## src/rtl/class_select_ctrl_pkg.sv

```systemverilog
// Shared constants and FSM encoding for the class-select controller.
package class_select_ctrl_pkg;

    // Default score width and number of classes per inference.
    localparam int NUM_SIZE_DEF    = 26;
    localparam int NUM_CLASSES_DEF = 10;

    // Width of the class index / score counter (supports up to 15 classes).
    localparam int IDX_W = 4;

    // Index value presented after reset, before any inference has run.
    localparam logic [IDX_W-1:0] INDEX_RESET = 4'hF;

    typedef enum logic [1:0] {
        ST_IDLE    = 2'd0,
        ST_COLLECT = 2'd1,
        ST_DONE    = 2'd2
    } state_t;

endpackage

```

## src/rtl/class_select_ctrl_score_cmp.sv

```systemverilog
// Signed compare-and-select: keeps the larger of candidate and running max.
// Ties keep the running (lower) index; load_first forces the candidate in.
module score_cmp
    import class_select_ctrl_pkg::*;
#(
    parameter int NUM_SIZE = NUM_SIZE_DEF
) (
    input  logic                       load_first,
    input  logic signed [NUM_SIZE-1:0] cand,
    input  logic signed [NUM_SIZE-1:0] run_max,
    input  logic        [IDX_W-1:0]    cand_idx,
    input  logic        [IDX_W-1:0]    run_idx,
    output logic signed [NUM_SIZE-1:0] new_max,
    output logic        [IDX_W-1:0]    new_idx
);

    // Strictly-greater replaces; first score of an inference always loads.
    always_comb begin
        new_max = run_max;
        new_idx = run_idx;
        if (load_first || (cand > run_max)) begin
            new_max = cand;
            new_idx = cand_idx;
        end
    end

endmodule

```

## src/rtl/class_select_ctrl.sv

```systemverilog
// Collects one inference's class scores and reports the argmax class index.
module class_select_ctrl
    import class_select_ctrl_pkg::*;
#(
    parameter int NUM_SIZE    = NUM_SIZE_DEF,
    parameter int NUM_CLASSES = NUM_CLASSES_DEF
) (
    input  logic                Clk,
    input  logic                GlobalReset,
    input  logic                Start,
    input  logic                ScoreValid,
    input  logic [NUM_SIZE-1:0] ScoreData,
    output logic                ScoreReady,
    output logic                Busy,
    output logic [IDX_W-1:0]    Index,
    output logic                IndexValid,
    input  logic                IndexAck
);

    localparam logic [IDX_W-1:0] LAST_CNT = IDX_W'(NUM_CLASSES - 1);

    state_t                     state_q, state_d;
    logic        [IDX_W-1:0]    cnt_q, cnt_d;
    logic signed [NUM_SIZE-1:0] max_q, max_d;
    logic        [IDX_W-1:0]    idx_q, idx_d;

    logic signed [NUM_SIZE-1:0] cmp_max;
    logic        [IDX_W-1:0]    cmp_idx;
    logic                       accept;

    assign accept = (state_q == ST_COLLECT) && ScoreValid;

    score_cmp #(
        .NUM_SIZE (NUM_SIZE)
    ) u_score_cmp (
        .load_first (cnt_q == '0),
        .cand       ($signed(ScoreData)),
        .run_max    (max_q),
        .cand_idx   (cnt_q),
        .run_idx    (idx_q),
        .new_max    (cmp_max),
        .new_idx    (cmp_idx)
    );

    // Next-state logic: hold everything by default, advance on start/accept/ack.
    always_comb begin
        state_d = state_q;
        cnt_d   = cnt_q;
        max_d   = max_q;
        idx_d   = idx_q;
        case (state_q)
            ST_IDLE: begin
                if (Start) begin
                    state_d = ST_COLLECT;
                    cnt_d   = '0;
                end
            end
            ST_COLLECT: begin
                if (accept) begin
                    max_d = cmp_max;
                    idx_d = cmp_idx;
                    cnt_d = cnt_q + 1'b1;
                    if (cnt_q == LAST_CNT) begin
                        state_d = ST_DONE;
                    end
                end
            end
            ST_DONE: begin
                if (IndexAck) begin
                    state_d = ST_IDLE;
                end
            end
            default: begin
                state_d = ST_IDLE;
            end
        endcase
    end

    // State registers; reset wins over every other input.
    always_ff @(posedge Clk) begin
        if (GlobalReset) begin
            state_q <= ST_IDLE;
            cnt_q   <= '0;
            max_q   <= '0;
            idx_q   <= INDEX_RESET;
        end else begin
            state_q <= state_d;
            cnt_q   <= cnt_d;
            max_q   <= max_d;
            idx_q   <= idx_d;
        end
    end

    assign ScoreReady = (state_q == ST_COLLECT);
    assign IndexValid = (state_q == ST_DONE);
    assign Busy       = (state_q != ST_IDLE);
    assign Index      = idx_q;

endmodule

```

## config.mk

```make
export PLATFORM = sky130hd
export DESIGN_NAME = class_select_ctrl
export DESIGN_NICKNAME = d
export VERILOG_FILES = /design/src/rtl/class_select_ctrl_pkg.sv /design/src/rtl/class_select_ctrl_score_cmp.sv /design/src/rtl/class_select_ctrl.sv
export SDC_FILE = /design/constraint.sdc
export NUM_CORES = 1
export LEC_CHECK = 0
export ABC_AREA = 0
export CAP_MARGIN = 20
export CORE_MARGIN = 4
export CORE_UTILIZATION = 25
export CTS_CLUSTER_DIAMETER = 60
export DETAILED_ROUTE_END_ITERATION = 8
export DONT_BUFFER_PORTS = 1
export PLACE_DENSITY = 0.42
export SETUP_SLACK_MARGIN = 0.15
export SLEW_MARGIN = 20
export SYNTH_ARGS = -nofsm -noshare
export SYNTH_HDL_FRONTEND = slang
export SYNTH_SLANG_ARGS = --single-unit
```

## constraint.sdc

```tcl
create_clock -name Clk -period 4.5 [get_ports Clk]
set_input_delay 0.675 -clock Clk [delete_from_list [all_inputs] [get_ports Clk]]
set_output_delay 0.675 -clock Clk [all_outputs]
set_load 0.01 [all_outputs]
```

==> parameters.txt <==
Parameter                              Value

Floorplan
  Die outline height ... 104 um
  Starting Density ... 26.1%
  Width of the die ... 104 um
  IO Pins ... 38
  Rows ... 34
  Die Footprint ... 10900 um^2
  Placeable core region ... 8850 um^2

Placement
  Post-DP Area ... ~2400 um^2
  Estimated wirelength of the detail-placed design ... 3440 um
  Post-Place Setup Slack ... 1530 ps
  # port buffers ... 0
  Placer's final routability congestion estimate ... 0.685

Finish
  Most frequent cells in the layout ... 53 x sky130_fd_sc_hd__nand2b_1, 36 x sky130_fd_sc_hd__dfxtp_1, 33 x sky130_fd_sc_hd__inv_1
  Commonest non-fill, non-tap cell in the layout ... sky130_fd_sc_hd__nand2b_1
  Final net count ... 321
  Count of inserted antenna diode cells ... 0
  Fraction of final layout cells with drive strength greater than 1 ... 5.73%
  Post-route standard cell area excluding fillers ... 2560 um^2
  P&R area growth vs syn ... 10.9%
  Core occupancy in the finished layout ... 29.0%

STA
  Slew at the pin with the worst max-slew slack ... 447 ps
  Post-route minimum period ... 2650 ps
  Worst clock skew on the final layout ... 6.66 ps
  RSZ-0062 raised after global routing ... false
  Final cycle utilization of the critical path ... around three fifths
  Slew Limit Headroom ... 69.4%
  Slack of the critical path ... 1850 ps
  Count of final max-slew check failures ... 0
  Number of failing hold endpoints at the final stage ... 0
  Setup Viol. Count Final ... 0
  Post-Route Setup TNS ... 0 ps
  Maximum clock frequency ... 378 MHz

Route
  DR iter-0 viols ... 50
  DR vias/cell ... 4.41
  Residual DRC ... 0
  Final wirelength ... 4600 um
  Number of nets with antenna violations after routing ... 0
  Wire length per cell ... 12.4 um
  Total via count in the routed design ... 1633
  Detailed-router iteration count before antenna repair ... 4

Power
  Peak supply drop ... 0.108 mV
  PD cells ... 350 nW/um^2
  Reported leakage power ... 0.982 nW

Worst setup path
  Worst path slowest cell ... sky130_fd_sc_hd__a222oi_1
  Category of the most critical setup path ... in -> reg
  Worst reg2reg path depth ... 10
  Critical-path maximum fanout ... 19
  Worst endpoint required time ... about 4700 ps
  Crit path capture type ... flip-flop
  Critical path cell sequence ... ha_1 > a21o_1 > a221o_1 > a222oi_1 > o211ai_1 > xor2_1 > o21ai_4 > buf_4 > mux2i_1
  Register-to-Register Setup Slack ... 1860 ps
  Launching element type of the critical path ... input port
  Beginning of the worst register-to-register path ... max_q[11]$_SDFFE_PP0P_
  Slowest Stage Delay on Critical Path ... 340 ps
  FF-to-FF End ... Index[2]$_SDFFE_PP1P_
  Signal arrival time at the worst endpoint ... between 2000 and 3000 ps

Global routing
  Largest net degree at the start of global routing ... 67
  Number of global-route vias before repair ... 1709
  Global-route wire length before repair ... 7970 um
  Antenna violations before repair ... 0
  Total routing usage reported by global routing ... 9.03%
  Global route total overflow ... 0

Synth
  YS warnings ... 0
  Net count after synthesis ... 323
  #FFs+latches synth ... 36
  Synthesized cell area ... 2310 um^2
  Mean area per synthesized cell ... 8.79 um^2
  Post-Syn Instances ... 263
  Seq/Total Area, Yosys ... between 30% and 40%
  Count of unique library cells instantiated by Yosys ... 30

Clocking
  # H-tree levels ... 2
  CTS root buf ... sky130_fd_sc_hd__clkbuf_8
  Number of CTS-inserted buffers ... 5
  Buffers inserted by post-CTS timing repair ... 0
  Number of buffers added to fix hold violations after cts ... 0
  Longest Clk Path Bufs ... 2
  Clock insertion delay at the later pin of the skew report ... 290 ps
  Clock tree from TritonCTS ... built
  Clk pin slew, worst setup/hold paths ... 80 ps
  Number of instances resized during post-cts repair ... 0
  Number of sinks on the clock net ... 36

Job
  Number of violations of the max-capacitance limit ... 0

Run status
  Outcome ... completed

Min path
  Class of the worst hold path ... in -> reg
  Launch point of the worst hold path ... GlobalReset
  Instance count along the most critical hold path ... 1
  Worst hold path endpoint ... cnt_q[0]$_SDFFE_PP0P_
## cell families (layout without fill, tap and decap cells)
family          Yosys count  in the layout  share of synthesized area [%]
flops                    36             36                           31.2
mux                      31             31                           13.4
simple gates             96             96                           23.4
fa+ha+maj                29             29                           15.7
buf+inv                  44             43                           8.17
compound gates           24             24                           6.98
xor+xnor                  3              3                           1.14
## cell usage after synthesis (all sizes together)
cell type	count	area share (%)
nand3	2	0.43
a21o	1	0.32
nand2b	53	14
a2111oi	1	0.38
and2	2	0.65
nor4	1	0.54
o211ai	1	0.32
o41ai	1	0.70
or2	1	0.27
nor2b	3	0.81
nand4	7	1.9
nand2	7	1.1
mux2i	31	13
buf	4	1.7
nor2	18	2.9
a221o	1	0.43
o21ai	5	1.2
a21oi	10	2.2
ha	29	16
a22oi	1	0.32
inv	33	5.4
nor3	2	0.43
xor2	3	1.1
a211oi	2	0.65
clkbuf	7	1.1
a222oi	1	0.43
dfxtp	36	31
## where the power goes
part / leakage (nW) / switching (W) / internal (W)
registers: 0.294 / 0.0000152 / 0.000341
logic: 0.609 / 0.0000694 / 0.0000675
clock network: 0.0784 / 0.000126 / 0.000277
total: 0.982 / 0.000210 / 0.000686
## per-stage QoR
| stage | power (W) | instances | hold WS (ps) |
|---|---|---|---|
| global route | 0.000948 | 370 | 440 |
| finish | 0.000896 | 370 | 466 |
| detailed placement | 0.000503 | 362 | 467 |
| global placement | 0.000504 | 362 | 458 |
| floorplan | 0.000482 | 263 | 449 |
| CTS | 0.000915 | 370 | 432 |
## sequential cells by signal, summed over array words and instances (netlist names)
register,count
max_q,26
cnt_q,4
state_q,2
Index,4
## per-layer routing
metal  vias to the layer above  routed length [um]  GRT usage [%]
li1                        866                   -              -
met1                       739                2020           9.93
met2                        21                2140           15.1
met3                         7                 349           4.03
met4                         0                  85           3.80
met5                         -                   0              0
## worst max-delay path by stage
stage / from / cells past startpoint / endpoint / slack (ps)
floorplan: ScoreData[11] / 9 / Index[0]$_SDFFE_PP1P_ / 1830
global placement: ScoreData[11] / 9 / Index[1]$_SDFFE_PP1P_ / 1520
detailed placement: ScoreData[11] / 9 / max_q[18]$_SDFFE_PP0P_ / 1530
CTS: max_q[11]$_SDFFE_PP0P_ / 10 / max_q[1]$_SDFFE_PP0P_ / 1810
global route: max_q[25]$_SDFFE_PP0P_ / 10 / max_q[1]$_SDFFE_PP0P_ / 1680
finish: ScoreData[11] / 9 / Index[2]$_SDFFE_PP1P_ / 1850
## layout make-up
| class | count | area (um^2) |
|---|---|---|
| tap | 108 | 135 |
| timing repair buffer | 2 | 15.0 |
| clock inverter | 3 | 90.1 |
| fill | 941 | 6280 |
| clock buffer | 5 | 68.8 |
| inverter | 33 | 124 |
| sequential | 36 | 721 |
| multi-input combinational | 183 | 1410 |
## critical path, delay by kind of cell
kind / cells / cell delay [ps]
buffers and inverters: 1 / 330
XOR/XNOR: 1 / 190
adder cells (fa/ha/maj): 1 / 290
AO/OA/AOI/OAI: 5 / 1140
multiplexers: 1 / 230
No activity file was read; power rests on OpenSTA's default activity.
